$ cat config.mk
export PLATFORM = sky130hd
export DESIGN_NAME = fwd_hazard_ctrl_flat
export DESIGN_NICKNAME = d
export VERILOG_FILES = /design/src/rtl/fwd_hazard_ctrl_if.sv /design/src/rtl/fwd_hazard_ctrl.sv /design/src/flat_wrapper.sv
export SDC_FILE = /design/constraint.sdc
export NUM_CORES = 1
export LEC_CHECK = 0
export ABC_AREA = 1
export CAP_MARGIN = 20
export CORE_ASPECT_RATIO = 1.4
export CORE_MARGIN = 2
export CORE_UTILIZATION = 30
export CTS_CLUSTER_DIAMETER = 40
export DETAILED_ROUTE_END_ITERATION = 7
export MAX_ROUTING_LAYER = met4
export PLACE_DENSITY = 0.58
export SYNTH_ARGS = -nofsm -noshare
export SYNTH_HDL_FRONTEND = slang
export SYNTH_SLANG_ARGS = --single-unit
export TNS_END_PERCENT = 5
$ cat constraint.sdc
create_clock -name clk -period 11.4 [get_ports clk]
set_input_delay 2.85 -clock clk [delete_from_list [all_inputs] [get_ports clk]]
set_output_delay 2.85 -clock clk [all_outputs]
set_load 0.02 [all_outputs]
$ cat src/rtl/fwd_hazard_ctrl_if.sv
// Hazard-controller interface: D-stage operand/producer info, MDU issue, and
// the forward-select / stall results returned to the pipeline.
interface fwd_hazard_ctrl_if #(
    parameter int unsigned NREAD = 2,
    parameter int unsigned TW    = 3
);
    logic                  D_valid;
    logic [NREAD*5-1:0]    D_src;
    logic [NREAD*TW-1:0]   D_tuse;
    logic [4:0]            D_dst;
    logic [TW-1:0]         D_tnew;
    logic                  D_is_md;
    logic                  E_md_start;
    logic                  E_md_is_div;
    logic                  stall;
    logic [NREAD*2-1:0]    D_fsel;
    logic [NREAD*2-1:0]    E_fsel;
    logic                  md_busy;

    modport master (
        output D_valid, D_src, D_tuse, D_dst, D_tnew, D_is_md, E_md_start, E_md_is_div,
        input  stall, D_fsel, E_fsel, md_busy
    );

    modport slave (
        input  D_valid, D_src, D_tuse, D_dst, D_tnew, D_is_md, E_md_start, E_md_is_div,
        output stall, D_fsel, E_fsel, md_busy
    );
endinterface

$ cat src/rtl/fwd_hazard_ctrl.sv
// Forwarding-select and stall controller: shadows E/M/W producer records,
// picks the nearest ready producer per read port, and interlocks on the MDU.
module fwd_hazard_ctrl #(
    parameter int unsigned NREAD    = 2,
    parameter int unsigned TW       = 3,
    parameter int unsigned MULT_CYC = 5,
    parameter int unsigned DIV_CYC  = 10
) (
    input  logic            clk,
    input  logic            reset_n,
    fwd_hazard_ctrl_if.slave hz
);
    localparam int unsigned CMAX = (DIV_CYC > MULT_CYC) ? DIV_CYC : MULT_CYC;
    localparam int unsigned CW   = $clog2(CMAX + 1);

    logic                r_e_valid, r_m_valid, r_w_valid;
    logic [4:0]          r_e_dst, r_m_dst, r_w_dst;
    logic [TW-1:0]       r_e_tnew, r_m_tnew, r_w_tnew;
    logic [NREAD*5-1:0]  r_e_src;
    logic [CW-1:0]       r_md_cnt;

    logic [NREAD-1:0]    w_stall_req;
    logic [NREAD*2-1:0]  w_d_fsel;
    logic [NREAD*2-1:0]  w_e_fsel;
    logic                w_e_viol;
    logic                w_md_busy;

    function automatic logic hit(input logic v, input logic [4:0] dst, input logic [4:0] src);
        return v && (dst != 5'd0) && (dst == src);
    endfunction

    function automatic logic [TW-1:0] dec_sat(input logic [TW-1:0] t);
        return (t == '0) ? '0 : t - 1'b1;
    endfunction

    always_comb begin
        logic [4:0]    w_src;
        logic [TW-1:0] w_tuse;
        logic [TW-1:0] w_tn;
        logic [1:0]    w_sel;
        logic          w_hit;
        w_stall_req = '0;
        w_d_fsel    = '0;
        w_e_fsel    = '0;
        w_e_viol    = 1'b0;
        w_src       = '0;
        w_tuse      = '0;
        w_tn        = '0;
        w_sel       = '0;
        w_hit       = 1'b0;
        for (int unsigned p = 0; p < NREAD; p++) begin
            w_src  = hz.D_src[5*p +: 5];
            w_tuse = hz.D_tuse[TW*p +: TW];
            w_hit  = 1'b1;
            w_tn   = '0;
            w_sel  = 2'd0;
            if (hit(r_e_valid, r_e_dst, w_src)) begin
                w_tn  = r_e_tnew;
                w_sel = 2'd1;
            end else if (hit(r_m_valid, r_m_dst, w_src)) begin
                w_tn  = r_m_tnew;
                w_sel = 2'd2;
            end else if (hit(r_w_valid, r_w_dst, w_src)) begin
                w_tn  = r_w_tnew;
                w_sel = 2'd3;
            end else begin
                w_hit = 1'b0;
            end
            // a matched producer not yet ready (but early enough) leaves the
            // select at 0; the E-stage select picks it up one cycle later
            if (w_hit) begin
                if (w_tn > w_tuse)
                    w_stall_req[p] = 1'b1;
                else if (w_tn == '0)
                    w_d_fsel[2*p +: 2] = w_sel;
            end

            w_src = r_e_src[5*p +: 5];
            if (r_e_valid) begin
                if (hit(r_m_valid, r_m_dst, w_src)) begin
                    w_e_fsel[2*p +: 2] = 2'd2;
                    w_e_viol = w_e_viol | (r_m_tnew != '0);
                end else if (hit(r_w_valid, r_w_dst, w_src)) begin
                    w_e_fsel[2*p +: 2] = 2'd3;
                    w_e_viol = w_e_viol | (r_w_tnew != '0);
                end
            end
        end
    end

    // busy is forced low while reset is asserted so the outputs stay quiet
    assign w_md_busy  = reset_n & ((r_md_cnt != '0) | hz.E_md_start);
    assign hz.md_busy = w_md_busy;
    assign hz.stall   = hz.D_valid & ((|w_stall_req) | (hz.D_is_md & w_md_busy));
    assign hz.D_fsel  = w_d_fsel;
    assign hz.E_fsel  = w_e_fsel;

    always_ff @(posedge clk or negedge reset_n) begin
        if (!reset_n) begin
            r_e_valid <= 1'b0;
            r_e_dst   <= '0;
            r_e_tnew  <= '0;
            r_e_src   <= '0;
            r_m_valid <= 1'b0;
            r_m_dst   <= '0;
            r_m_tnew  <= '0;
            r_w_valid <= 1'b0;
            r_w_dst   <= '0;
            r_w_tnew  <= '0;
        end else begin
            if (hz.stall) begin
                r_e_valid <= 1'b0;
                r_e_dst   <= '0;
                r_e_tnew  <= '0;
                r_e_src   <= '0;
            end else begin
                r_e_valid <= hz.D_valid;
                r_e_dst   <= hz.D_dst;
                r_e_tnew  <= hz.D_tnew;
                r_e_src   <= hz.D_src;
            end
            r_m_valid <= r_e_valid;
            r_m_dst   <= r_e_dst;
            r_m_tnew  <= dec_sat(r_e_tnew);
            r_w_valid <= r_m_valid;
            r_w_dst   <= r_m_dst;
            r_w_tnew  <= dec_sat(r_m_tnew);
        end
    end

    always_ff @(posedge clk or negedge reset_n) begin
        if (!reset_n)
            r_md_cnt <= '0;
        else if (hz.E_md_start)
            r_md_cnt <= hz.E_md_is_div ? CW'(DIV_CYC) : CW'(MULT_CYC);
        else if (r_md_cnt != '0)
            r_md_cnt <= r_md_cnt - 1'b1;
    end

`ifndef SYNTHESIS
    a_e_fwd_ready: assert property (@(posedge clk) disable iff (!reset_n) !w_e_viol);
`endif
endmodule

$ cat src/flat_wrapper.sv
// flat-port wrapper written by rule: the top's interface ports become plain ports
module fwd_hazard_ctrl_flat 
#(
    parameter int unsigned NREAD    = 2,
    parameter int unsigned TW       = 3,
    parameter int unsigned MULT_CYC = 5,
    parameter int unsigned DIV_CYC  = 10
)
  (clk, reset_n, hz_D_valid, hz_D_src, hz_D_tuse, hz_D_dst, hz_D_tnew, hz_D_is_md, hz_E_md_start, hz_E_md_is_div, hz_stall, hz_D_fsel, hz_E_fsel, hz_md_busy);
  fwd_hazard_ctrl_if #(.NREAD(NREAD), .TW(TW)) hz_i ();
  input  logic clk;
  input  logic reset_n;
  input wire logic [$bits(hz_i.D_valid)-1:0] hz_D_valid;
  input wire logic [$bits(hz_i.D_src)-1:0] hz_D_src;
  input wire logic [$bits(hz_i.D_tuse)-1:0] hz_D_tuse;
  input wire logic [$bits(hz_i.D_dst)-1:0] hz_D_dst;
  input wire logic [$bits(hz_i.D_tnew)-1:0] hz_D_tnew;
  input wire logic [$bits(hz_i.D_is_md)-1:0] hz_D_is_md;
  input wire logic [$bits(hz_i.E_md_start)-1:0] hz_E_md_start;
  input wire logic [$bits(hz_i.E_md_is_div)-1:0] hz_E_md_is_div;
  output wire logic [$bits(hz_i.stall)-1:0] hz_stall;
  output wire logic [$bits(hz_i.D_fsel)-1:0] hz_D_fsel;
  output wire logic [$bits(hz_i.E_fsel)-1:0] hz_E_fsel;
  output wire logic [$bits(hz_i.md_busy)-1:0] hz_md_busy;
  assign hz_i.D_valid = hz_D_valid;
  assign hz_i.D_src = hz_D_src;
  assign hz_i.D_tuse = hz_D_tuse;
  assign hz_i.D_dst = hz_D_dst;
  assign hz_i.D_tnew = hz_D_tnew;
  assign hz_i.D_is_md = hz_D_is_md;
  assign hz_i.E_md_start = hz_E_md_start;
  assign hz_i.E_md_is_div = hz_E_md_is_div;
  assign hz_stall = hz_i.stall;
  assign hz_D_fsel = hz_i.D_fsel;
  assign hz_E_fsel = hz_i.E_fsel;
  assign hz_md_busy = hz_i.md_busy;
  fwd_hazard_ctrl #(.NREAD(NREAD), .TW(TW), .MULT_CYC(MULT_CYC), .DIV_CYC(DIV_CYC)) u_core (.clk(clk), .reset_n(reset_n), .hz(hz_i));
endmodule
==> out/results.ini, run 1 <==
[status]
status=completed

[finish]
syn2layout_area_growth_pct=19.64
antenna_cells=0
fillers=956
final_net_count=436
final_cells=505
drive_gt1_share_pct=13.42

[setup_path]
crit_slowest_cell=clkdlybuf4s50_1
timing.rr.start=u_core.r_m_dst[0]
critPathBufInv=6
critPathMostFrequentCell=nand2_1
worstSetupPathType=in2out
critPathArrivalTime_ns=6.63
worstSetupStartpointType=primary input
max_stage_delay_ns=0.59
required_ns=8.55
crit_chain=clkdlybuf4s50_1 -> inv_1 -> nand2_1 -> nand4_1 -> nor2_1 -> nand3_1 -> inv_1 -> nand2_1 -> nand2_1 -> inv_1 -> ha_1 -> nand2_1 -> or2_2 -> a32oi_1 -> nand2_2 -> nand3_2 -> nand2_2 -> inv_2 -> clkdlybuf4s50_1
setup.worst_path.end_class=output pin
cpLargestDelayFamily=simple AND/OR/NAND/NOR gates
r2r_cells=15
path_max_fanout=20
cp.depth=19
rrSetupSlack_ns=8.08
r2r_end=u_core.r_e_src[4]

[yosys]
syn_nets=400
syn_area_per_cell_um2=8.063
syn-cell-area_mm2=0.002887
async_flop_share_pct=100.0
yosysTopAreaCell=dfrtp_1
synth-edff-count=0
synth_top_cells_by_count=nand2_1 (81), inv_1 (51), dfrtp_1 (41)
yosys_warnings=0
netlist_instances=358
synth_flop_cell=dfrtp_1
ys_seq_elements=41
synth.most_common_cell=nand2_1
ys_seq_area_share_pct=35.54
synth_top_area_share_pct=35.54
synthTopCellsByArea=dfrtp_1 (36%), nand2_1 (11%), xor2_1 (8.2%), inv_1 (6.6%), ha_1 (5.2%)
synth_cell_type_count=33

[sta]
tns_ns=0
hold_viol_final=0
slew_headroom_pct=51.57
skew_ns=0.002934
min_period_ns=9.481
fmax_ghz=0.1055
worst_pin_slew_ns=0.7257
rsz0062_at_grt=false
setup_ws_ns=1.919
setup_violations=0
hold_slack_ns=0.4004
finalCritPeriodShare_pct=83.16
drv_slew=0

[clocking]
cts_resized=0
worstSkewPairLatency_ns=0.28
cts_tree=done
numCtsBuffers=5
htree_levels=2
cts_setup_buffers=0
hold_buffers=0
clkTransAtPathRegs_ns=0.06
clk_path_buf_depth=2
cts_root_buf=clkbuf_16
clkSinkCount=41

[die]
die_y_um=120.1
core-area_mm2=0.009407
rows=42
start_util_pct=30.69
ios=40
fp.dieW_um=86.90
die_area_mm2=0.01043

[pwr]
internal_power_mw=0.2756
pwr-share-seq_pct=44.4
total_power_mw=0.3924
powerDensity_mw_per_mm2=113.6
total_leakage_power_nw=1.740
vdd_drop_max_v=0.00005276
combPwrFrac_pct=21.8
power.switching_mw=0.1168
pwr-share-clk_pct=33.8
switching_share_pct=29.76

[detailed_routing]
firstDrtPassIters=4
remaining_drc_errors=0
viasPerCell=4.661
wirelength_um=6856
drtAntennaViolNets=0
drt_iter0_drc=121
vias=2354
wl_per_cell_um=13.58

[place]
placedCellCount=497
dp_hpwl_um=5364
place.gp.congestion=0.8656
port_buffers=39
place_ws_ns=1.919

[min_path]
holdCritPathClass=reg2reg
whs_endpoint=u_core.r_w_valid
hp-start=u_core.r_m_valid
holdPathStages=0

[global_routing]
antenna_found_initial=0
grt_use_total_pct=14.38
grt_max_degree=43
overflow=0
grt_pass1_wl_um=11450
grt_pass1_vias=2457

[job]
cap_violations=0

-- routing by layer --
| metal | share of wire, % | global-route usage (%) | vias up |
|---|---|---|---|
| li1 | - | - | 1188 |
| met1 | 41 | 16.32 | 1105 |
| met5 | 0 | - | - |
| met2 | 54 | 25.72 | 52 |
| met3 | 3.0 | 1.513 | 9 |
| met4 | 1.7 | 5.078 | 0 |
-- per-stage QoR --
step | cell area [um2] | util, %
2_1_floorplan | 2887 | -
3_3_place_gp | 3314 | 35.24
3_5_place_dp | 3314 | 35.24
4_1_cts | 3453 | 36.71
5_1_grt | 3453 | 36.71
6_report | 3453 | 36.71
-- flip-flops by register name (all words and copies together) (netlist names) --
name,flops
u_core.r_m_valid,1
u_core.r_m_tnew,3
u_core.r_m_dst,5
u_core.r_md_cnt,4
u_core.r_w_dst,5
u_core.r_w_tnew,3
u_core.r_e_valid,1
u_core.r_e_src,10
u_core.r_e_dst,5
u_core.r_w_valid,1
u_core.r_e_tnew,3
-- power by group through the flow --
stage	Clock (mW)	Combinational [mW]	Sequential [mW]
floorplan	0	0.0634	0.170
global placement	0	0.0842	0.177
detailed placement	0	0.0862	0.177
CTS	0.136	0.0868	0.174
global route	0.142	0.0968	0.176
finish	0.133	0.0855	0.174
-- area by class of cell --
| cell class | count | area [um2] | area share [%] |
|---|---|---|---|
| clock buffers | 6 | 128.9 | 3.732 |
| clock inverters | 2 | 10.01 | 0.2899 |
| inverters | 56 | 212.7 | 6.159 |
| multi-input cells | 249 | 1538 | 44.53 |
| flip-flops and latches | 41 | 1026 | 29.71 |
| well taps | 110 | 137.6 | 3.986 |
| repair buffers | 41 | 400.4 | 11.59 |
-- how the worst max path moves through the flow --
| stage | start | endpoint |
|---|---|---|
| global route | hz_D_src[6] | hz_stall |
| finish | hz_D_src[5] | hz_stall |
| detailed placement | hz_D_src[5] | hz_stall |
| floorplan | hz_D_src[6] | hz_stall |
| global placement | hz_D_src[5] | hz_stall |
| CTS | hz_D_src[5] | hz_stall |
-- cells by family after synthesis --
logic type | after synthesis | share of synthesized area [%]
compound gates | 33 | 9.320
xor+xnor | 36 | 10.92
fa+ha+maj | 12 | 5.201
buf+inv | 68 | 11.18
flops | 41 | 35.54
simple gates | 168 | 27.83
-- layout by cell type, fill, tap and decap left out, types with 2 or more instances in the layout --
| cell type | instances |
|---|---|
| nand3_4 | 2 |
| nor2_2 | 6 |
| dfrtp_1 | 41 |
| a21oi_1 | 9 |
| ha_1 | 12 |
| o21ai_0 | 3 |
| xor2_1 | 27 |
| a21boi_2 | 8 |
| nand3_1 | 21 |
| xnor2_1 | 9 |
| clkbuf_16 | 5 |
| buf_4 | 2 |
| nor3_1 | 3 |
| clkinv_2 | 2 |
| nand3b_1 | 3 |
| nor4_1 | 2 |
| nor4b_1 | 2 |
| nand3_2 | 3 |
| inv_1 | 51 |
| nor2_4 | 2 |
| inv_2 | 4 |
| a32oi_1 | 2 |
| clkdlybuf4s50_1 | 38 |
| nand2_2 | 6 |
| a21oi_2 | 9 |
| nand2_1 | 81 |
| nand4_1 | 9 |
| nor2_1 | 27 |
No activity file was read; power rests on OpenSTA's default activity.
==> inputs of run 2 (changes only) <==
- clock period: 11.4 -> 9.17 ns (I/O delays scaled with it)
==> out/results.ini, run 2 (synthesis gave the netlist of run 1 again) <==
[setup_path]
worstSetupPathType=in2out
critPathMostFrequentCell=nand2_1
r2r_end=u_core.r_e_src[5]
rrSetupSlack_ns=5.98
setup.worst_path.end_class=output pin
crit_chain=clkdlybuf4s50_1 -> inv_1 -> nand2_1 -> nand4_1 -> nor2_1 -> nand3_1 -> inv_1 -> nand2_1 -> nand2_1 -> inv_1 -> ha_1 -> nand2_1 -> or2_2 -> a32oi_1 -> nand2_2 -> nand3_2 -> nand2_2 -> inv_2 -> clkdlybuf4s50_1
max_stage_delay_ns=0.59
critPathBufInv=6
r2r_cells=16
critPathArrivalTime_ns=5.61
timing.rr.start=u_core.r_m_dst[0]
crit_slowest_cell=clkdlybuf4s50_1
worstSetupStartpointType=primary input
cpLargestDelayFamily=buffers and inverters
path_max_fanout=6
required_ns=6.88

[detailed_routing]
wl_met2_um=3606
wl_per_cell_um=13.72
wirelength_um=6941
met3_length_um=206
firstDrtPassIters=6
viasPerCell=4.698
m1WireLength_um=2920
drt_iter0_drc=132
drtAntennaViolNets=0
vias=2377
top_layer=met4
remaining_drc_errors=0

[die]
core-area_mm2=0.009407
start_util_pct=30.69
rows=42
fp.dieW_um=86.90
die_area_mm2=0.01043
die_y_um=120.1
ios=40

[pwr]
powerDensity_mw_per_mm2=146.0
vdd_drop_max_v=0.00006110
total_power_mw=0.5081
total_leakage_power_nw=1.755

[clocking]
numCtsBuffers=5
worstSkewPairLatency_ns=0.29
htree_levels=2
cts_tree=done
clkTransAtPathRegs_ns=0.06
cts_root_buf=clkbuf_16
hold_buffers=0
clkSinkCount=41
cts_resized=0
clk_path_buf_depth=2
cts_setup_buffers=0

[sta]
tns_ns=0
hold_viol_final=0
hold_slack_ns=0.3846
min_period_ns=7.907
skew_ns=0.006230
worst_pin_slew_ns=0.5433
finalCritPeriodShare_pct=86.22
rsz0062_at_grt=false
fmax_ghz=0.1265
setup_violations=0
slew_headroom_pct=63.78
drv_slew=0

[finish]
final_common_cell=nand2_1
fillers=944
largest_reg_flops=10
final_cell_mix=nand2_1 (81), inv_1 (51), dfrtp_1 (41)
drive_gt1_share_pct=13.89
top_register=u_core.r_e_src
antenna_cells=0
syn2layout_area_growth_pct=20.55
final_net_count=437

[global_routing]
grt_pass1_vias=2482
grt_pass1_wl_um=11580
grt_use_total_pct=14.80
overflow=0
grt_max_degree=43
antenna_found_initial=0

[place]
dp_hpwl_um=5385
port_buffers=39
place.gp.congestion=0.8610

[job]
cap_violations=0

[min_path]
hp-start=u_core.r_m_valid
holdCritPathClass=reg2reg
holdPathStages=0
whs_endpoint=u_core.r_w_valid

[status]
status=completed

run 2: cell type report:
type / count / area, um2 / share of cell area, %
inverter: 56 / 212.7 / 6.113
multi-input combinational: 249 / 1538 / 44.19
sequential: 41 / 1026 / 29.49
timing repair buffer: 42 / 407.9 / 11.72
tap: 110 / 137.6 / 3.955
clock buffer: 7 / 152.6 / 4.387
clock inverter: 1 / 5.005 / 0.1438
run 2: per-layer routing:
layer	vias to the layer above	GRT usage, %
li1	1196	-
met1	1130	16.65
met2	39	25.72
met3	12	2.338
met4	0	5.957
met5	-	-
run 2: metrics by stage:
stage / instance area, um2 / instances / utilization [%] / setup WS (ns)
after floorplan: 2887 / 358 / - / 2.538
after global placement: 3322 / 498 / 35.32 / 1.307
after detailed placement: 3322 / 498 / 35.32 / 1.245
after CTS: 3480 / 506 / 36.99 / 1.249
after global routing: 3480 / 506 / 36.99 / 0.9895
final: 3480 / 506 / 36.99 / 1.263
run 2: power by group:
| part | leakage (nW) | total (mW) | internal, mW | switching (mW) |
|---|---|---|---|---|
| Combinational | 1.18 | 0.107 | 0.0462 | 0.0607 |
| Sequential | 0.494 | 0.217 | 0.197 | 0.0197 |
| Clock | 0.0799 | 0.184 | 0.115 | 0.0692 |
| Total | 1.75 | 0.508 | 0.359 | 0.150 |
run 2: worst reg2reg max path: stages, from the launching register on:
cell     delay [ns]
dfrtp_1        0.49
xnor2_1        0.29
nand3_1        0.17
nor2_4         0.16
nand2_2        0.10
nand3_1        0.10
nand3_1        0.06
nand2_1        0.09
inv_1          0.04
ha_1           0.28
nand2_1        0.06
or2_2          0.27
a32oi_1        0.28
nand2_2        0.09
nand3_2        0.11
buf_4          0.36
a21oi_2        0.11
run 2: worst max path at each step:
stage | startpoint | endpoint | slack, ns | cells after the start
floorplan | hz_D_src[6] | hz_stall | 2.54 | 19
global placement | hz_D_src[5] | hz_stall | 1.31 | 19
detailed placement | hz_D_src[5] | hz_stall | 1.25 | 19
CTS | hz_D_src[5] | hz_stall | 1.25 | 19
global route | hz_D_src[5] | hz_stall | 0.99 | 19
finish | hz_D_src[5] | hz_stall | 1.26 | 19
==> inputs of run 3 (changes only) <==
- CAP_MARGIN: 20 -> default
- CTS_CLUSTER_DIAMETER: 40 -> default
- RECOVER_POWER: default -> 100
==> out/results.ini, run 3 (synthesis gave the netlist of run 1 again) <==
[status]
status=finished, violations left
violations=capacitance limit, slew limit

[setup_path]
worstSetupStartpointType=primary input
rrSetupSlack_ns=5.10
setup.worst_path.end_class=output pin
crit_slowest_cell=dlygate4sd3_1
r2r_end=u_core.r_e_dst[0]
max_stage_delay_ns=0.66
critPathBufInv=6
cp.depth=19
worstSetupPathType=in2out
critPathArrivalTime_ns=5.83
r2r_cells=16
critPathMostFrequentCell=nand2_1
required_ns=6.88
path_max_fanout=6
cpLargestDelayFamily=buffers and inverters
crit_chain=dlygate4sd3_1 -> inv_1 -> nand2_1 -> nand4_1 -> nor2_1 -> nand3_1 -> inv_1 -> nand2_1 -> nand2_1 -> inv_1 -> ha_1 -> nand2_1 -> or2_2 -> a32oi_1 -> nand2_2 -> nand3_1 -> nand2_2 -> inv_2 -> dlygate4sd3_1
timing.rr.start=u_core.r_m_dst[0]

[sta]
skew_ns=0.004397
hold_viol_final=0
slew_headroom_pct=-52.89
fmax_ghz=0.1232
finalCritPeriodShare_pct=88.53
tns_ns=0
worst_pin_slew_ns=2.293
rsz0062_at_grt=false
hold_slack_ns=0.3864
drv_slew=43
setup_violations=0
min_period_ns=8.118

[pwr]
total_leakage_power_nw=1.768
powerDensity_mw_per_mm2=146.6
vdd_drop_max_v=0.00006049

[detailed_routing]
vias=2363
remaining_drc_errors=0
wl_per_cell_um=13.70
drt_iter0_drc=143
wirelength_um=6934
viasPerCell=4.670
firstDrtPassIters=6
drtAntennaViolNets=0

[clocking]
clkSinkCount=41
clk_path_buf_depth=2
cts_root_buf=clkbuf_16
htree_levels=2
numCtsBuffers=5
clkTransAtPathRegs_ns=0.06
worstSkewPairLatency_ns=0.28
hold_buffers=0
cts_tree=done
cts_resized=0
cts_setup_buffers=0

[min_path]
hp-start=u_core.r_m_valid
holdCritPathClass=reg2reg
holdPathStages=0
whs_endpoint=u_core.r_w_valid

[global_routing]
grt_pass1_vias=2482
overflow=0
grt_use_total_pct=14.80
grt_pass1_wl_um=11580
antenna_found_initial=0
grt_max_degree=43

[finish]
fillers=959
regArea_mm2=0.001026
final_area_mm2=0.003441
final_common_cell=nand2_1
largest_reg_flops=10
final_net_count=437
antenna_cells=0
drive_gt1_share_pct=11.36
final_cell_mix=nand2_1 (81), inv_1 (51), dfrtp_1 (41)
multi_input_area_mm2=0.001506
top_register=u_core.r_e_src
syn2layout_area_growth_pct=19.20

[place]
place.gp.congestion=0.8610
port_buffers=39
post_dp_cell_area_mm2=0.003322
dp_hpwl_um=5385

[die]
rows=42
ios=40
start_util_pct=30.69
fp.dieW_um=86.90
die_y_um=120.1
die_area_mm2=0.01043
core-area_mm2=0.009407

[job]
cap_violations=1

[run 3: changes by cell type in the layout (fill, tap and decap cells not counted), sizes merged]
cell and delta:
dlygate4sd3 +12, buf -2, clkdlybuf4s50 -12, clkbuf +2
[run 3: area by class of cell]
| class | count | share of cell area, % |
|---|---|---|
| multi-input combinational | 249 | 43.78 |
| sequential | 41 | 29.82 |
| timing repair buffer | 42 | 11.64 |
| inverter | 56 | 6.182 |
| clock inverter | 1 | 0.1455 |
| clock buffer | 7 | 4.436 |
| tap | 110 | 4.000 |
[run 3: stage by stage]
step	utilization [%]	worst slack, ns	total power [mW]	instances
6_report	36.58	1.052	0.5044	506
5_1_grt	36.58	0.7864	0.5326	506
4_1_cts	36.99	1.249	0.5120	506
3_5_place_dp	35.32	1.245	0.3274	498
3_3_place_gp	35.32	1.307	0.3249	498
2_1_floorplan	-	2.538	0.2896	358
[run 3: power breakdown]
group / internal [mW] / switching (mW) / total (mW)
Combinational: 0.0444 / 0.0596 / 0.104
Sequential: 0.197 / 0.0198 / 0.217
Clock: 0.115 / 0.0684 / 0.184
Total: 0.357 / 0.148 / 0.504
[run 3: layer usage]
layer  vias up  GRT usage (%)  share of wire [%]
met4         0          5.957                3.0
met5         -              -                  0
met2        50          25.72                 52
met1      1103          16.65                 42
li1       1198              -                  -
met3        12          2.338                3.3
[run 3: worst max-delay path by stage]
stage / slack, ns / from / to
2_1_floorplan: 2.54 / hz_D_src[6] / hz_stall
3_3_place_gp: 1.31 / hz_D_src[5] / hz_stall
3_5_place_dp: 1.25 / hz_D_src[5] / hz_stall
4_1_cts: 1.25 / hz_D_src[5] / hz_stall
5_1_grt: 0.79 / hz_D_src[5] / hz_stall
6_report: 1.05 / hz_D_src[5] / hz_stall
[run 3: worst reg2reg max path: stages, from the launching register on]
cell and delay [ns]:
dfrtp_1 0.49, xnor2_1 0.29, nand3_1 0.17, nor2_4 0.16, nand2_2 0.10, nand3_1 0.10
nand3_1 0.06, nand2_1 0.09, inv_1 0.04, ha_1 0.28, nand2_1 0.06, or2_2 0.27
a32oi_1 0.29, nand2_2 0.08, nand3_1 0.17, clkbuf_1 0.99, a21boi_0 0.24
